**config.mk**
```make
export PLATFORM = sky130hd
export DESIGN_NAME = status_flags_gen
export DESIGN_NICKNAME = d
export VERILOG_FILES = /design/src/rtl/flags_pkg.sv /design/src/rtl/so_edge_sync.sv /design/src/rtl/status_flags_gen.sv
export SDC_FILE = /design/constraint.sdc
export NUM_CORES = 1
export LEC_CHECK = 0
export CAP_MARGIN = 10
export CORE_UTILIZATION = 35
export CTS_BUF_LIST = sky130_fd_sc_hd__clkbuf_8
export DETAILED_ROUTE_END_ITERATION = 8
export GPL_TIMING_DRIVEN = 1
export PLACE_DENSITY = 0.87
export SLEW_MARGIN = 0
export SYNTH_ARGS = -nofsm -noshare
export SYNTH_HDL_FRONTEND = slang
export SYNTH_HIERARCHICAL = 1
export SYNTH_SLANG_ARGS = --single-unit
export TNS_END_PERCENT = 10
```
**constraint.sdc**
```tcl
create_clock -name PHI0 -period 2.28 [get_ports PHI0]
set_clock_uncertainty 0.15 [all_clocks]
set_input_delay 0.342 -clock PHI0 [delete_from_list [all_inputs] [get_ports PHI0]]
set_output_delay 0.342 -clock PHI0 [all_outputs]
set_load 0.01 [all_outputs]
```
**src/rtl/flags_pkg.sv**
```systemverilog
// rtl/flags_pkg.sv - shared bit positions, P image type and reset image for status_flags_gen
package flags_pkg;

    // Bit positions inside the 8-bit processor status image
    localparam int C_BIT = 0;
    localparam int Z_BIT = 1;
    localparam int I_BIT = 2;
    localparam int D_BIT = 3;
    localparam int B_BIT = 4;
    localparam int U_BIT = 5;
    localparam int V_BIT = 6;
    localparam int N_BIT = 7;

    typedef logic [7:0] p_image_t;

    // Only I is set out of reset
    localparam p_image_t P_RESET = 8'h04;

endpackage

```
**src/rtl/so_edge_sync.sv**
```systemverilog
// rtl/so_edge_sync.sv - SO pad synchroniser with falling-edge detect
//
// Ports:
//   clk    in   sampling clock
//   rst_n  in   asynchronous active-low reset; all stages reset to 1 (pad idle level)
//   pad    in   asynchronous pad input
//   fall   out  one-cycle pulse when the synchronised pad value goes 1 -> 0
module so_edge_sync #(
    parameter int STAGES = 2
) (
    input  logic clk,
    input  logic rst_n,
    input  logic pad,
    output logic fall
);

    logic [STAGES-1:0] sync_q;
    logic              prev_q;

    always_ff @(posedge clk or negedge rst_n) begin
        if (!rst_n) begin
            sync_q <= '1;
            prev_q <= 1'b1;
        end else begin
            sync_q <= {sync_q[STAGES-2:0], pad};
            prev_q <= sync_q[STAGES-1];
        end
    end

    assign fall = prev_q & ~sync_q[STAGES-1];

endmodule

```
**src/rtl/status_flags_gen.sv**
```systemverilog
// rtl/status_flags_gen.sv - processor status register with SO edge latch and optional shadow stack
//
// Build option: FLAGS_SHADOW_EN enables the interrupt shadow stack; without it push only
// forces I, pop is ignored and the stack status outputs are constant.
//
// Ports:
//   PHI0, n_RES              clock, asynchronous active-low reset
//   DB_in / DB_out / DB_oe   internal data bus in, P image out, bus drive enable (= P_DB)
//   P_DB, DB_P               drive P onto bus / load all flags from DB_in[7:0]
//   DBZ_Z, DB_N              Z from DB_in==0 / N from DB_in msb
//   IR5_C, DB_C, ACR_C       C sources
//   IR5_D, IR5_I             D / I from IR5
//   DB_V, Z_V, AVR_V         V from DB_in[6] / clear V / V from AVR
//   IR5, ACR, AVR, B_OUT     data sources
//   SO_frompad               asynchronous set-overflow pad, active on falling edge
//   push, pop                interrupt entry / return strobes
//   C, Z, I, D, V, N         registered flags
//   shadow_full/empty/err    stack status; err is sticky until reset
module status_flags_gen
    import flags_pkg::*;
#(
    parameter int DATA_W       = 8,
    parameter int SHADOW_DEPTH = 4,
    parameter int SO_SYNC      = 2
) (
    input  logic              PHI0,
    input  logic              n_RES,
    input  logic [DATA_W-1:0] DB_in,
    output logic [DATA_W-1:0] DB_out,
    output logic              DB_oe,
    input  logic              P_DB,
    input  logic              DB_P,
    input  logic              DBZ_Z,
    input  logic              DB_N,
    input  logic              IR5_C,
    input  logic              DB_C,
    input  logic              ACR_C,
    input  logic              IR5_D,
    input  logic              IR5_I,
    input  logic              DB_V,
    input  logic              Z_V,
    input  logic              AVR_V,
    input  logic              IR5,
    input  logic              ACR,
    input  logic              AVR,
    input  logic              B_OUT,
    input  logic              SO_frompad,
    input  logic              push,
    input  logic              pop,
    output logic              C,
    output logic              Z,
    output logic              I,
    output logic              D,
    output logic              V,
    output logic              N,
    output logic              shadow_full,
    output logic              shadow_empty,
    output logic              shadow_err
);

    p_image_t p_now;
    p_image_t top_entry;
    logic     restore;
    logic     so_fall;
    logic     so_pend;
    logic     so_trig;
    logic     v_write;
    logic [1:0] unused_top_bits;

    assign p_now  = {N, V, 1'b1, B_OUT, D, I, Z, C};
    assign DB_out = DATA_W'(p_now);
    assign DB_oe  = P_DB;

    so_edge_sync #(.STAGES(SO_SYNC)) u_so_edge_sync (
        .clk   (PHI0),
        .rst_n (n_RES),
        .pad   (SO_frompad),
        .fall  (so_fall)
    );

`ifdef FLAGS_SHADOW_EN
    localparam int DW = $clog2(SHADOW_DEPTH + 1);
    localparam int AW = (SHADOW_DEPTH > 1) ? $clog2(SHADOW_DEPTH) : 1;

    p_image_t      stack_mem [SHADOW_DEPTH];
    logic [DW-1:0] depth;
    logic          err_q;
    logic          do_push;

    assign shadow_full  = (depth == DW'(SHADOW_DEPTH));
    assign shadow_empty = (depth == '0);
    assign shadow_err   = err_q;
    assign do_push      = push & ~shadow_full;
    // push wins a simultaneous push/pop, so pop only acts alone
    assign restore      = pop & ~push & ~shadow_empty;
    assign top_entry    = stack_mem[AW'(depth - DW'(1))];

    always_ff @(posedge PHI0) begin
        if (do_push) begin
            stack_mem[AW'(depth)] <= p_now;
        end
    end

    always_ff @(posedge PHI0 or negedge n_RES) begin
        if (!n_RES) begin
            depth <= '0;
            err_q <= 1'b0;
        end else begin
            if (do_push) begin
                depth <= depth + DW'(1);
            end else if (restore) begin
                depth <= depth - DW'(1);
            end
            if ((push & shadow_full) | (pop & ~push & shadow_empty)) begin
                err_q <= 1'b1;
            end
        end
    end
`else
    localparam int UNUSED_DEPTH = SHADOW_DEPTH;
    logic unused_pop;

    assign unused_pop   = pop;
    assign restore      = 1'b0;
    assign top_entry    = P_RESET;
    assign shadow_full  = 1'b0;
    assign shadow_empty = 1'b1;
    assign shadow_err   = 1'b0;
`endif

    assign unused_top_bits = {top_entry[B_BIT], top_entry[U_BIT]};

    // A pending SO (or one arriving this cycle) waits out any cycle that writes V
    assign v_write = restore | DB_P | DB_V | AVR_V | Z_V;
    assign so_trig = so_fall | so_pend;

    always_ff @(posedge PHI0 or negedge n_RES) begin
        if (!n_RES) begin
            C       <= P_RESET[C_BIT];
            Z       <= P_RESET[Z_BIT];
            I       <= P_RESET[I_BIT];
            D       <= P_RESET[D_BIT];
            V       <= P_RESET[V_BIT];
            N       <= P_RESET[N_BIT];
            so_pend <= 1'b0;
        end else begin
            so_pend <= so_trig & v_write;

            if (restore)    C <= top_entry[C_BIT];
            else if (DB_P)  C <= DB_in[C_BIT];
            else if (ACR_C) C <= ACR;
            else if (DB_C)  C <= DB_in[C_BIT];
            else if (IR5_C) C <= IR5;

            if (restore)    Z <= top_entry[Z_BIT];
            else if (DB_P)  Z <= DB_in[Z_BIT];
            else if (DBZ_Z) Z <= (DB_in == '0);

            // Interrupt entry always masks, whatever else targets I this cycle
            if (push)       I <= 1'b1;
            else if (restore) I <= top_entry[I_BIT];
            else if (DB_P)  I <= DB_in[I_BIT];
            else if (IR5_I) I <= IR5;

            if (restore)    D <= top_entry[D_BIT];
            else if (DB_P)  D <= DB_in[D_BIT];
            else if (IR5_D) D <= IR5;

            if (restore)      V <= top_entry[V_BIT];
            else if (DB_P)    V <= DB_in[V_BIT];
            else if (DB_V)    V <= DB_in[V_BIT];
            else if (AVR_V)   V <= AVR;
            else if (Z_V)     V <= 1'b0;
            else if (so_trig) V <= 1'b1;

            if (restore)    N <= top_entry[N_BIT];
            else if (DB_P)  N <= DB_in[N_BIT];
            else if (DB_N)  N <= DB_in[DATA_W-1];
        end
    end

endmodule

```
Word level (Yosys, flattened, before mapping) --
Cells that the tools add are included.
Word-level totals: bits in registers 10, output and inout bits 18, logic and storage cells 41
Cells by class: muxes and demuxes 18, bitwise operators 7, reduce and logical (&&, ||, !) cells 7
Operators by type and width (number):
- $mux 1 | 18
- $logic_not 8->1 | 1
- $reduce_bool 2->1 | 3
- $reduce_bool 5->1 | 1
- $or 1x1->1 | 4
- $reduce_bool 4->1 | 1
- $reduce_bool 3->1 | 1
- $and 1x1->1 | 2
- $not 1->1 | 1

Depth between registers and ports, before layout --
depth after elaboration 8, mapped depth 4

Modules after synthesis --
Netlist, hierarchy kept.
By module, submodules not included:
- status_flags_gen | instances 1, cells each 50, area each 461.7 sq um
- so_edge_sync | instances 1, cells each 4, area each 92.6 sq um

Worst setup path after synthesis --
No wires, ideal clock.
kind input-to-reg, from in DB_P, to reg C, library setup time 0.068 ns, arrival time 1.024 ns, data required time 2.062 ns, setup slack 1.038 ns, cell stages on the path 3, path through buf_6 > or4_1 > nand3_1
On the way: word-level cells in the longest chain between the ends 1, elaborated cells on any way between the ends 2
Ends and longest elaborated chain:
- from (decl) | RTL line status_flags_gen.sv:32 | input logic DB_P,
- $reduce_bool 4->1 (no line) or $mux 1 (tied branches)
- to (signal assigned) | RTL line status_flags_gen.sv:139 | C <= P_RESET[C_BIT];
- to (signal assigned) | RTL line status_flags_gen.sv:149 | if (restore) C <= top_entry[C_BIT];
- to (signal assigned) | RTL line status_flags_gen.sv:150 | else if (DB_P) C <= DB_in[C_BIT];
- to (decl) | RTL line status_flags_gen.sv:50 | output logic C,
Parallel ways exist; a longest one is shown, timed or not. A chain may end at the register's enable or synchronous reset.

Worst setup path in the final report --
from reg I, to out DB_out[2]
RTL lines:
- from (decl) | RTL line status_flags_gen.sv:52 | output logic I,
- from (signal assigned) | RTL line status_flags_gen.sv:141 | I <= P_RESET[I_BIT];
- from (signal assigned) | RTL line status_flags_gen.sv:161 | else if (restore) I <= top_entry[I_BIT];
- from (signal assigned) | RTL line status_flags_gen.sv:162 | else if (DB_P) I <= DB_in[I_BIT];
- to (decl) | RTL line status_flags_gen.sv:29 | output logic [DATA_W-1:0] DB_out,
No word-level cell between the ends.

==> results.md <==
* Predominant post-synthesis flop cell: dfrtp_1
* Clock latency on the worst-skew pair at 0.23 ns
* Top cells by count, synth: buf_4, dfrtp_1, nor2_1
* R2r startpoint: u_so_edge_sync/sync_q[1]
* Hold_buf cts at 0
* Synthesized flop and latch total at 10
* Yosys cell types at 22
* CTS Buffer Depth at 2
* Top-area cell type share of the netlist area at 27.09%
* Post-DP HPWL at 941.4 µm
* Share of cells above drive strength 1 at 13.10%
* Total track usage at 15.75%
* Run status: complete, no violations
* Nets at 114
* Hold Fails Final Rpt at 0
* Area contributors post-synth: dfrtp_1, dfstp_2, buf_4
* Worst Path Required at 1.79 ns
* Reg2Reg Capture Point: V
* Worst Path Max Fanout at 3
* Minimum clock period at 1.801 ns
* Inserted Clock Buffers at 3
* Post-Syn Area at 554.3 µm²
* Tcrit/Tclk final at 78.98%
* Worst EP arrival at 1.31 ns
* Syn Inst Count at 54
* Initial DRC Count at 5
* PostCTS Resize Cnt at 0
* Core Region at 1383 µm²
* N_diodes at 0
* TNS Setup at 0 ns
* Ports at 47
* Crit path kind: reg -> out
* Area leader, netlist: dfrtp_1
* Ys Warns at 6
* R2r setup slk at 1.02 ns
* Die width at 41.80 µm
* Buffers on Ports at 37
* CP bufs+invs at 1
* Worst R2R Path Depth at 3
* Max Cap Viol at 0
* Die extent in y at 41.80 µm
* Rows at 13
* HP Start: u_so_edge_sync/sync_q[0]
* Final Instance Area at 904.6 µm²
* Antenna-violating nets left at 0
* Register area share after synthesis at 46.05%
* Hold Path Depth at 0
* Vias/cell at 4.646
* Crit path launch type: flip-flop
* First-pass GRT wire length at 1966 µm
* Clock sink total at 10
* Max H-tree Level at 1
* Worst VDD drop at 0.5858 mV
* Drt first pass iters at 2
* Initial antenna violation count at 0
* Clock slew at reported path FFs at 0.05 ns
* Async S/R FF share, synth at 100.0%
* Most frequent cell after synthesis: buf_4
* Worst-path cell chain: clkdlybuf4s50_1
* DRT Wirelength at 1242 µm
* Residual DRC count at 0
* DP Area at 849.6 µm²
* WL/cell at 12.55 µm
* # setup viols final at 0
* Tightest Hold Check Type: reg -> reg
* RSZ-0062 raised after global routing: false
* Number of synthesized flops with an enable pin at 0
* Static leakage at 0.3719 nW
* Via count at 460
* Cell family with most CP delay: flip-flops
* Postcts setup bufs at 0
* Largest net degree at the start of global routing at 11
* Fin. max-slew vios at 0
* Layout area overhead at 63.21%
* GRT overflow at 0
* Gpl congestion at 0.6955
* Worst Hold End: u_so_edge_sync/sync_q[1]
* Pwr dens at 607.9 nW/µm²
* Slowest cell on the critical path: dfstp_2
* Max incr delay on CP at 0.54 ns
* FMAX at 555.4 MHz
* Vias in the first global route at 433
* Avg Cell Area, Syn at 10.26 µm²
* CTS tree: built
* Die area at 1747 µm²
* Root Buffer: clkbuf_8
* CP endpoint kind: primary output
* Starting density of the core at 40.09%
==> layer usage <==
metal	share of wire [%]	wire length [µm]	GRT usage, %
met2	54	673	28.13
met4	0.89	11	6.452
met5	0	0	0
met1	36	448	15.68
met3	8.7	108	6.957
==> flip-flops by register name, summed over array words and instances, names as in the netlist <==
register	count
D	1
Z	1
V	1
u_so_edge_sync/sync_q	2
so_pend	1
I	1
N	1
u_so_edge_sync/prev_q	1
C	1
==> stage by stage <==
stage / utilization (%) / power (W) / hold WS, ns / cells / setup WS, ns
final: 65.43 / 0.0005499 / 0.2038 / 99 / 0.4794
after global routing: 65.43 / 0.0005758 / 0.2114 / 99 / 0.4426
after CTS: 65.43 / 0.0005561 / 0.2045 / 99 / 0.4713
after detailed placement: 61.45 / 0.0003315 / 0.1976 / 95 / 0.4937
after global placement: 61.45 / 0.0003279 / 0.1960 / 95 / 0.5263
after floorplan: - / 0.0002644 / -0.1036 / 56 / 1.038
==> cells by family (layout without fill, tap and decap cells) <==
logic type / after synthesis / in the layout / share of synthesized area [%]
mux: 5 / 5 / 9.481
compound gates: 7 / 7 / 7.677
buf+inv: 14 / 42 / 18.96
simple gates: 16 / 16 / 16.48
flops: 10 / 10 / 46.05
other cells: 2 / 4 / 1.355
==> worst max path at each step <==
stage	from	end	slack, ns	depth (start not counted)
2_1_floorplan	DB_P	C	1.04	3
3_3_place_gp	DB_P	C	0.53	3
3_5_place_dp	DB_P	C	0.49	3
4_1_cts	I	DB_out[2]	0.47	1
5_1_grt	I	I	0.44	1
6_report	I	DB_out[2]	0.48	1
==> cell type report <==
class,instances,area (µm²)
Fill cell,108,478.0
Inverter,1,3.754
Sequential cell,10,255.2
Timing Repair Buffer,37,370.4
Clock buffer,4,55.05
Tap cell,15,18.77
Multi-Input combinational cell,32,201.4
==> where the power goes <==
group	switching, W	leakage, nW	internal, W
logic	0.0000438	0.232	0.0000821
clock network	0.0000685	0.0288	0.000152
registers	0.00000900	0.111	0.000195
total	0.000121	0.372	0.000429
==> worst register-to-register path: cells and delay by family (launching register included) <==
family          cells  cell delay [ns]
compound gates      2             0.40
flops               1             0.55
simple gates        1             0.04
==> layout by cell type, fill, tap and decap left out <==
cell,n
nand2b_1,1
clkbuf_8,4
o21ai_0,2
nand3b_1,1
clkdlybuf4s50_1,37
nor2_1,5
nand3_1,1
or4_1,1
dfstp_2,4
mux2_2,2
a21oi_1,2
conb_1,4
nor2b_4,1
nor4_1,2
mux2i_1,3
inv_1,1
dfrtp_1,6
nor2b_1,2
a311oi_1,1
o31ai_1,1
a31oi_1,1
nand2_1,2
Power figures use the tool's default switching activity.
